===== src/rtl/regfile_pkg.sv =====
// Shared types and default sizes for the multi-port register file.
package regfile_pkg;

  // Bulk-clear sequencer states.
  typedef enum logic {RF_IDLE, RF_CLEAR} rf_state_t;

  localparam int RF_DATA_W = 16;
  localparam int RF_DEPTH  = 16;
  localparam int RF_NUM_RD = 2;

endpackage


===== src/rtl/rf_clear_ctrl.sv =====
// Bulk-clear sequencer: walks a counter over every entry, one per cycle,
// and reports busy while the sweep is running. Requests during a sweep
// are ignored. The current state is exported for observation.
module rf_clear_ctrl
  import regfile_pkg::*;
#(
  parameter int DEPTH  = RF_DEPTH,
  parameter int ADDR_W = $clog2(DEPTH)
) (
  input  logic              clk,
  input  logic              rst,
  input  logic              clr_req,
  output rf_state_t         state,
  output logic              clr_busy,
  output logic [ADDR_W-1:0] clr_addr,
  output logic              clr_strobe
);

  localparam logic [ADDR_W-1:0] LAST = ADDR_W'(DEPTH - 1);

  rf_state_t         state_next;
  logic [ADDR_W-1:0] count;
  logic [ADDR_W-1:0] count_next;

  // State and sweep counter registers.
  always_ff @(posedge clk or posedge rst) begin
    if (rst) begin
      state <= RF_IDLE;
      count <= '0;
    end else begin
      state <= state_next;
      count <= count_next;
    end
  end

  // Next-state, counter advance and clear strobe.
  always_comb begin
    state_next = state;
    count_next = count;
    clr_strobe = 1'b0;
    case (state)
      RF_IDLE: begin
        if (clr_req) begin
          state_next = RF_CLEAR;
          count_next = '0;
        end
      end
      RF_CLEAR: begin
        clr_strobe = 1'b1;
        if (count == LAST) begin
          state_next = RF_IDLE;
          count_next = '0;
        end else begin
          count_next = count + ADDR_W'(1);
        end
      end
      default: state_next = RF_IDLE;
    endcase
  end

  assign clr_addr = count;
  assign clr_busy = (state == RF_CLEAR);

endmodule


===== src/rtl/regfile_multiport.sv =====
// Parametrised register file with NUM_RD registered read ports, one write
// port, a sequenced bulk clear and write-error reporting.
// Optional feature macro REGFILE_BYPASS_EN: when defined, an accepted write
// is forwarded to any port reading the same address on the same edge;
// otherwise reads are strictly read-before-write.
// Writes are accepted only while the clear sequencer is idle; an
// out-of-range address or a write during a sweep is rejected and flagged
// on W_err for one cycle. With ZERO_REG=1 entry 0 reads as 0 and writes
// to it are dropped silently.
module regfile_multiport
  import regfile_pkg::*;
#(
  parameter int DATA_W   = RF_DATA_W,
  parameter int DEPTH    = RF_DEPTH,
  parameter int ADDR_W   = $clog2(DEPTH),
  parameter int NUM_RD   = RF_NUM_RD,
  parameter int ZERO_REG = 0
) (
  input  logic                           clk,
  input  logic                           rst,
  input  logic [DATA_W-1:0]              W_data,
  input  logic [ADDR_W-1:0]              W_addr,
  input  logic                           W_en,
  input  logic [NUM_RD-1:0][ADDR_W-1:0]  R_addr,
  output logic [NUM_RD-1:0][DATA_W-1:0]  R_data,
  input  logic                           clr_req,
  output logic                           clr_busy,
  output logic                           W_err
);

`ifdef REGFILE_BYPASS_EN
  localparam bit BYPASS = 1'b1;
`else
  localparam bit BYPASS = 1'b0;
`endif

  logic [DATA_W-1:0]             mem [DEPTH];
  rf_state_t                     clr_state;
  logic [ADDR_W-1:0]             clr_addr;
  logic                          clr_strobe;
  logic                          w_in_range;
  logic                          w_zero;
  logic                          w_do;
  logic                          w_reject;
  logic [NUM_RD-1:0][DATA_W-1:0] rd_next;

  rf_clear_ctrl #(
    .DEPTH  (DEPTH),
    .ADDR_W (ADDR_W)
  ) u_clear (
    .clk        (clk),
    .rst        (rst),
    .clr_req    (clr_req),
    .state      (clr_state),
    .clr_busy   (clr_busy),
    .clr_addr   (clr_addr),
    .clr_strobe (clr_strobe)
  );

  assign w_in_range = int'(W_addr) < DEPTH;
  assign w_zero     = (ZERO_REG != 0) && (W_addr == '0);
  // A sweep takes priority over writes, so a write during CLEAR is an error
  // even if it targets a hardwired-zero entry.
  assign w_do       = W_en && w_in_range && (clr_state == RF_IDLE) && !w_zero;
  assign w_reject   = W_en && (!w_in_range || (clr_state != RF_IDLE));

  // Per-port read selection: out-of-range and hardwired zero read 0,
  // optional same-edge forwarding of an accepted write, else storage.
  always_comb begin
    rd_next = '0;
    for (int p = 0; p < NUM_RD; p++) begin
      if ((int'(R_addr[p]) < DEPTH) && !((ZERO_REG != 0) && (R_addr[p] == '0))) begin
        if (BYPASS && w_do && (R_addr[p] == W_addr)) begin
          rd_next[p] = W_data;
        end else begin
          rd_next[p] = mem[R_addr[p]];
        end
      end
    end
  end

  // Storage: accepted writes and sweep zeroing never coincide because
  // writes are only accepted while idle.
  always_ff @(posedge clk or posedge rst) begin
    if (rst) begin
      for (int i = 0; i < DEPTH; i++) begin
        mem[i] <= '0;
      end
    end else begin
      if (w_do) begin
        mem[W_addr] <= W_data;
      end
      if (clr_strobe) begin
        mem[clr_addr] <= '0;
      end
    end
  end

  // Registered read data and write-error pulse.
  always_ff @(posedge clk or posedge rst) begin
    if (rst) begin
      R_data <= '0;
      W_err  <= 1'b0;
    end else begin
      R_data <= rd_next;
      W_err  <= w_reject;
    end
  end

endmodule


===== config.mk =====
export PLATFORM = sky130hd
export DESIGN_NAME = regfile_multiport
export DESIGN_NICKNAME = d
export VERILOG_FILES = /design/src/rtl/regfile_pkg.sv /design/src/rtl/rf_clear_ctrl.sv /design/src/rtl/regfile_multiport.sv
export SDC_FILE = /design/constraint.sdc
export NUM_CORES = 1
export LEC_CHECK = 0
export BUFFER_PORTS_ARGS = -buffer_cell sky130_fd_sc_hd__buf_2
export CORE_AREA = 2 2 288 233
export DETAILED_ROUTE_END_ITERATION = 12
export DIE_AREA = 0 0 290 235
export SYNTH_ARGS = -nofsm -noshare
export SYNTH_HDL_FRONTEND = slang
export SYNTH_SLANG_ARGS = --single-unit

===== constraint.sdc =====
create_clock -name clk -period 11 [get_ports clk]
set_clock_uncertainty 0.15 [all_clocks]
set_input_delay 0.55 -clock clk [delete_from_list [all_inputs] [get_ports clk]]
set_output_delay 0.55 -clock clk [all_outputs]
set_load 0.02 [all_outputs]

# Word level (Yosys, flattened, before mapping)

Cells that the tools add are included.

Bits of input ports: 32
Bits in read-only memories: 0
Word-level logic and storage cells: 61
Memories kept: 0
Bits in latches: 0
Bits in registers: 294
Output and inout port bits: 34
RAM bits: 0

Order comparisons: 6
Shift operators: 0
Reduce and logical (&&, ||, !) cells: 4
Div/mod/pow operators: 0
Multiply operators: 0
Add/subtract/negate cells: 1
Bitwise gates (word level): 7
Equal/unequal tests: 2
Mux-type cells: 20

Operator list:

| kind                                                        | count |
|---|---|
| 2-to-1 mux 256 bit                                          | 2 |
| AND 256 bit                                                 | 1 |
| bitwise mux 256 bit                                         | 1 |
| inverter 256 bit                                            | 1 |
| binary-select mux 16 bit (select 4 bit)                     | 2 |
| demux 16 bit (select 4 bit)                                 | 2 |
| 2-to-1 mux 16 bit                                           | 6 |
| greater-or-equal comparator 5 bit (second input constant)   | 4 |
| inverter 4 -> 5 bit                                         | 4 |
| less-than comparator 5 x 1 -> 1 bit (second input constant) | 2 |
| 2-to-1 mux 4 bit                                            | 2 |
| one-hot mux 4 bit (2 select lines)                          | 1 |
| adder 4 x 1 -> 4 bit (second input constant)                | 1 |
| equality test 4 bit (second input constant)                 | 1 |
| logical AND 1 bit                                           | 4 |
| 2-to-1 mux 1 bit                                            | 3 |
| inequality test 2 bit (second input constant)               | 1 |
| one-hot mux 1 bit (2 select lines)                          | 1 |
| inverter 1 bit                                              | 1 |

# Logic depth before layout (Yosys ltp)

Gate-level depths: netlist of the first run.

Depth in word-level cells: 9
Depth in mapped cells: 6
Depth with buffers taken out: 5

# By module

From an unflattened synthesis of the first run, not the netlist that was laid out.

Cells, all modules: 1,560
Area total of the unflattened synthesis: 16,085.4 um^2

By module, submodules not included:

| module            | instances | seq. area each (um^2) | area each (um^2) | cells each |
|---|---|---|---|---|
| regfile_multiport | 1         | 7,231.9               | 15,803.9         | 1,531 |
| rf_clear_ctrl     | 1         | 125.1                 | 281.5            | 29 |

# Worst setup path after synthesis of the first run

No wires, ideal clock.

Path type: input -> register
From: input R_addr[1] in the netlist's numbering
To: register R_data[13] in the netlist's numbering
Library setup time: 0.124 ns
Cell stages on the path: 5
Setup slack: 9.076 ns
Data arrival time: 1.650 ns
Buffers on the path: 2
Data required time: 10.726 ns
Cells stage by stage: buf_2 -> buf_1 -> mux4_2 -> a22oi_1 -> nand2_1

RTL lines:

| item                 | line                     | RTL |
|---|---|---|
| start, declared      | regfile_multiport.sv:24  | `input logic [NUM_RD-1:0][ADDR_W-1:0] R_addr,` |
| end signal, assigned | regfile_multiport.sv:105 | `R_data <= rd_next;` |
| end, declared        | regfile_multiport.sv:25  | `output logic [NUM_RD-1:0][DATA_W-1:0] R_data,` |

==> reports/results.tsv, run 1 <==
metric	value	unit
fp.dieH	235	µm
place_hpwl	32200	µm
syn_avg_cell_area	10.3	µm²
critPathRequiredTime	11.30	ns
tightest_slew	1.39	ns
cts-buffers-inserted	29	
placed_cells	2326	
regToRegSetupSlack	8.42	ns
ant_nets	0	
tns	0	ns
crit_path_end	R_data[13]	
slew_headroom	6.75	%
grt_usage	17.8	%
power.leakage	7.18	nW
ys_seq_area_share	45.5	%
placed_area	17000	µm²
htree_levels	1	
die_w	290	µm
remaining_drc_errors	0	
setup_viol	0	
drt_first_pass_iters	8	
num_rows	84	
synth_seq_cells	294	
hold_violations	14	
power_density	176	nW/µm²
grt_max_degree	172	
power	3.17	mW
stdcell_area	18000	µm²
start_util	24.8	%
r2r-start	u_clear.clr_busy	
ys_async_sr_fraction	100	%
endpoint_kind	flip-flop	
synth-main-ff-cell	dfrtp_1	
place.gp.congestion	0.789	
synthCells	1564	
clkSlewWorstSetupHoldPaths	0.06	ns
clock-root-buffer	clkbuf_16	
hold_class	in2async	
regArea	7360	µm²
drt_wl_total	61700	µm
avgRoutedWirePerCell	25.9	µm
post_cts_resize_count	0	
rsz0062_at_grt	false	
ys_types	35	
violations	negative hold slack	
outcome	finished, violations left	
maxCapViolCount	0	
worst_hold_slack	-0.0418	ns
io_buffers	65	
fin_util	27.6	%
cp_max_fo	33	
cts.sinks	294	
critPathLaunchType	primary input	
first_global_vias	14100	
layout-drive-gt1-share	20.6	%
crit_arrival	2.94	ns
post-cts-setup-buffers	0	
vias	14100	
synthToLayoutAreaGrowth	11.4	%
grt_antenna_before_repair	10	
crit_path_start	R_addr[0]	
grt_pass1_wl	92900	µm
ff2ff_path_depth	4	
vias_per_cell	5.91	
synthesis.area	16200	µm²
nNetsFinal	1533	
multi_input_area	7880	µm²
yosysWarnings	0	
ir_drop	95.9	µV
ctsHoldBuffers	0	
pre_cts_ws	7.80	ns
ios	66	
reg2reg_to	mem[51]	
synth_edf_count	0	
stdcell_count	2381	
clockBufferDepth	3	
path_class	in2reg	
fillers	6735	
fmax	379	MHz
die_area	68200	µm²
syn-num-nets	1600	
fin_crit	2.64	ns
core_area	65300	µm²
cts_tree	yes	
setup_slack	8.36	ns
clock_latency	0.58	ns
fin_crit_sh	24.0	%
drtIter0Drc	2097	
overflow	0	
timing.final.max_slew_violations	0	
[report_power, final]
group | total [mW] | internal [mW] | switching [mW] | leakage (nW)
clock network | 1.05 | 0.610 | 0.444 | 0.491
registers | 1.37 | 1.24 | 0.135 | 4.07
logic | 0.742 | 0.266 | 0.477 | 2.62
[cells in the mapped netlist, drive strengths merged, types with 2 or more instances]
master | count | area [µm²]
a22oi | 64 | 480
nand3 | 258 | 1290
and2 | 4 | 25.0
nand2 | 42 | 160
nand2b | 3 | 18.8
nor3 | 4 | 35.0
ha | 4 | 50.1
nor2 | 13 | 48.8
nor4bb | 2 | 20.0
o21ai | 258 | 1290
inv | 5 | 18.8
a21oi | 256 | 1280
nor2b | 7 | 43.8
mux4 | 128 | 2880
nor3b | 4 | 50.1
dfrtp | 294 | 7360
nand4bb | 2 | 22.5
clkbuf | 97 | 364
buf | 109 | 638
[cells in the final DEF, fill, tap and decap left out, drive strengths merged]
master | synthesis | final
dfrtp | 294 | 294
nand3 | 258 | 258
o21ai | 258 | 258
a21oi | 256 | 256
mux4 | 128 | 128
buf | 109 | 108
a22oi | 64 | 64
clkbuf | 97 | 47
nand2 | 42 | 42
nor2 | 13 | 13
nor2b | 7 | 7
inv | 5 | 6
nor3b | 4 | 4
nor3 | 4 | 4
ha | 4 | 4
and2 | 4 | 4
diode | 0 | 3
nand2b | 3 | 3
nor4bb | 2 | 2
nand4bb | 2 | 2
clkinv | 0 | 2
bufinv | 0 | 2
nor4b | 1 | 1
or2 | 1 | 1
or4b | 1 | 1
and4b | 1 | 1
nand4b | 1 | 1
nand4 | 1 | 1
a31oi | 1 | 1
mux2i | 1 | 1
o211ai | 1 | 1
o31ai | 1 | 1
[worst max-delay path, cell delays in order]
cell,delay [ns]
buf_4,0.55
buf_4,0.69
mux4_2,0.58
a22oi_1,0.41
nand2_1,0.10
[kinds of logic after synthesis]
logic type	count (synthesis)	share of synthesized area (%)
muxes	129	17.9
and+or+nand+nor	345	10.9
adders and majority gates	4	0.310
DFF	294	45.5
buffers and inverters	211	6.32
AOI/OAI and AO/OA	581	19.0
[routing by layer]
layer / GRT usage, % / share of wire (%)
met5: 0.279 / 0.084
met4: 5.92 / 3.4
met3: 6.87 / 14
met2: 25.7 / 43
met1: 24.2 / 39
[flip-flops by register name (all words and copies together) (netlist names)]
name / count
R_data: 32
W_err: 1
mem: 256
u_clear.clr_addr: 4
u_clear.clr_busy: 1
[area by class of cell]
| class | instances | share of cell area, % |
|---|---|---|
| diodes | 3 | 0.0417 |
| clock buffers | 47 | 5.07 |
| clock inverters | 5 | 0.438 |
| inverters | 5 | 0.146 |
| multi-input cells | 1059 | 43.8 |
| flip-flops and latches | 294 | 40.9 |
| well taps | 860 | 5.98 |
| repair buffers | 108 | 3.70 |
[worst min-delay path by stage]
stage | slack, ns | endpoint | start
final | -0.04 | mem[108] | rst
after CTS | 0.01 | u_clear.clr_addr[1] | clr_req
after global placement | 0.39 | mem[84] | mem[84]
after detailed placement | 0.40 | mem[98] | mem[98]
after floorplan | 0.38 | mem[16] | mem[16]
after global routing | 0.04 | u_clear.clr_addr[1] | clr_req
Power figures use the tool's default switching activity.
==> run 2: changes to the inputs <==
==> constraint.sdc (replaced) <==
create_clock -name clk -period 2.2 [get_ports clk]
set_clock_uncertainty 0.15 [all_clocks]
set_input_delay 0.11 -clock clk [delete_from_list [all_inputs] [get_ports clk]]
set_output_delay 0.11 -clock clk [all_outputs]
set_load 0.02 [all_outputs]
==> reports/results.tsv, run 2 (synthesis gave the netlist of run 1 again) <==
metric	value	unit	change
fin_crit_sh	92.5	%	
fp.dieH	235	µm	unchanged
largest_register	mem		unchanged
hold_depth	5		
busiest_layer	met2		unchanged
fin_crit	2.03	ns	
power_density	853	nW/µm²	was 176 nW/µm²
die_area	68200	µm²	unchanged
synthToLayoutAreaGrowth	16.3	%	was 11.4%
grt_usage	17.8	%	about the same
ir_drop	535	µV	was 95.9 µV
remaining_drc_errors	0		unchanged
core_area	65300	µm²	unchanged
critPathRequiredTime	2.53	ns	was 11.30 ns
fmax	492	MHz	
num_antenna_cells	0		was 3
endpoint_kind	flip-flop		unchanged
cts-buffers-inserted	29		unchanged
setup_viol	0		unchanged
layout-drive-gt1-share	21.4	%	was 20.6%
r2r-start	u_clear.clr_busy		unchanged
clockBufferDepth	3		unchanged
grt_pass1_wl	93000	µm	was 92,900 µm
clock_latency	0.59	ns	was 0.58 ns
largest_register_ffs	256		unchanged
critPathLaunchType	primary input		unchanged
drtIter0Drc	1884		was 2,097
slew_headroom	8.67	%	was 6.75%
num_rows	84		unchanged
power.leakage	7.52	nW	was 7.18 nW
tightest_slew	1.37	ns	was 1.39 ns
ff2ff_path_depth	4		unchanged
final_common_cell	dfrtp_1		unchanged
use_met1	24.2	%	about the same
reg2reg_to	mem[48]		was mem[51]
htree_levels	1		unchanged
min_to	mem[82]		
clock-root-buffer	clkbuf_16		unchanged
regToRegSetupSlack	0.27	ns	was 8.42 ns
drt_first_pass_iters	7		was 8
fillers	6667		was 6,735
post-cts-setup-buffers	0		unchanged
io_buffers	65		unchanged
place.gp.congestion	0.800		was 0.789
tns	0	ns	unchanged
path_class	in2reg		unchanged
maxCapViolCount	0		unchanged
clkSlewWorstSetupHoldPaths	0.07	ns	was 0.06 ns
grt_antenna_before_repair	5		was 10
cts_tree	yes		unchanged
crit_path_top_delay_cell	and2_1		was buf_4
crit_arrival	2.36	ns	was 2.94 ns
worst_path_largest_cell_delay	1.05	ns	was 0.69 ns
vias	14200		was 14,100
vias_per_cell	5.88		was 5.91
avgRoutedWirePerCell	25.4	µm	was 25.9 µm
overflow	0		unchanged
crit_buf_inv	2		unchanged
hold_violations	0		was 14
hold_path.startpoint	W_addr[0]		
timing.final.max_slew_violations	0		unchanged
grt_max_degree	82		was 172
outcome	finished clean		was finished, violations left
first_global_vias	14400		was 14,100
path_delay_family	simple AND/OR/NAND/NOR gates		was buffers and inverters
path_cells	dlygate4sd3_1 > buf_2 > and2_1 > a22oi_1 > nand2_1		was buf_4 > buf_4 > mux4_2 > a22oi_1 > nand2_1
stdcell_area	18800	µm²	was 18,000 µm²
drt_wl_total	61600	µm	was 61,700 µm
grt_util_met2	26.8	%	was 25.7%
final_cell_mix	dfrtp_1 (294), nand3_1 (258), a21oi_1 (256), o21ai_0 (198), mux4_2 (128)		unchanged
ant_nets	0		unchanged
cts.sinks	294		unchanged
start_util	24.8	%	unchanged
power	16.0	mW	was 3.17 mW
cp_max_fo	14		was 33
place_hpwl	34200	µm	was 32,200 µm
die_w	290	µm	unchanged
hold_class	in2reg		was in2async
placed_area	17600	µm²	was 17,000 µm²
ios	66		unchanged
met3_usage	5.86	%	was 6.87%
nNetsFinal	1580		was 1,533
rsz0062_at_grt	false		unchanged
run 2: cell types whose count changed in the layout (fill, tap and decap cells not counted), moves of 2 or more:
cell,delta
clkinvlp_4,+2
dlygate4sd3_1,+23
clkinv_2,+3
buf_4,-7
clkbuf_8,-7
bufinv_16,+2
buf_12,+31
diode_2,-3
run 2: tightest hold or removal path, stage by stage:
cell,delay [ns]
buf_2,0.20
nor4bb_4,0.10
buf_12,0.18
nand3_1,0.10
a21oi_1,0.06
run 2: per-layer routing:
layer | up-vias | share of wire, %
met4 | 4 | 3.2
met2 | 1012 | 44
met3 | 168 | 13
met1 | 7242 | 39
li1 | 5822 | -
met5 | - | 0.049
run 2: power by group:
part	internal [mW]	switching, mW	leakage [nW]
sequential	6.18	0.589	4.07
clock	3.06	2.28	0.485
combinational	1.47	2.47	2.96
run 2: what timing repair did:
item,in CTS,in global routing
hold endpoints to repair,530,0
hold buffers,23,0
gates resized for setup,0,1
endpoints found under the setup margin,0,2
run 2: how the worst max path moves through the flow:
| stage | to | startpoint | slack (ns) | cells after the start |
|---|---|---|---|---|
| floorplan | R_data[0] | rst | -1.96 | 1 |
| global placement | mem[48] | u_clear.clr_busy | 0.23 | 4 |
| detailed placement | mem[235] | W_addr[3] | 0.16 | 4 |
| CTS | mem[199] | W_addr[3] | 0.22 | 5 |
| global route | mem[111] | u_clear.clr_busy | 0.17 | 5 |
| finish | R_data[1] | R_addr[2] | 0.17 | 5 |
run 2: final cells by class:
type	instances	area (µm²)	area share (%)
Inverter	5	22.5	0.120
Clock buffer	40	817	4.35
Timing Repair Buffer	155	1460	7.79
Multi-Input combinational cell	1059	7890	42.0
Tap cell	860	1080	5.72
Clock inverter	12	170	0.905
Sequential cell	294	7360	39.1
run 2: stage by stage:
stage                     util, %  hold slack (ns)  setup slack (ns)  instances
after floorplan                 -           0.0463             -1.96       1564
after global placement       26.9          -0.0748             0.231       2350
after detailed placement     26.9          -0.0693             0.156       2350
after CTS                    28.8           0.0548             0.215       2425
after global routing         28.8           0.0981             0.168       2425
final                        28.8           0.0636             0.166       2425
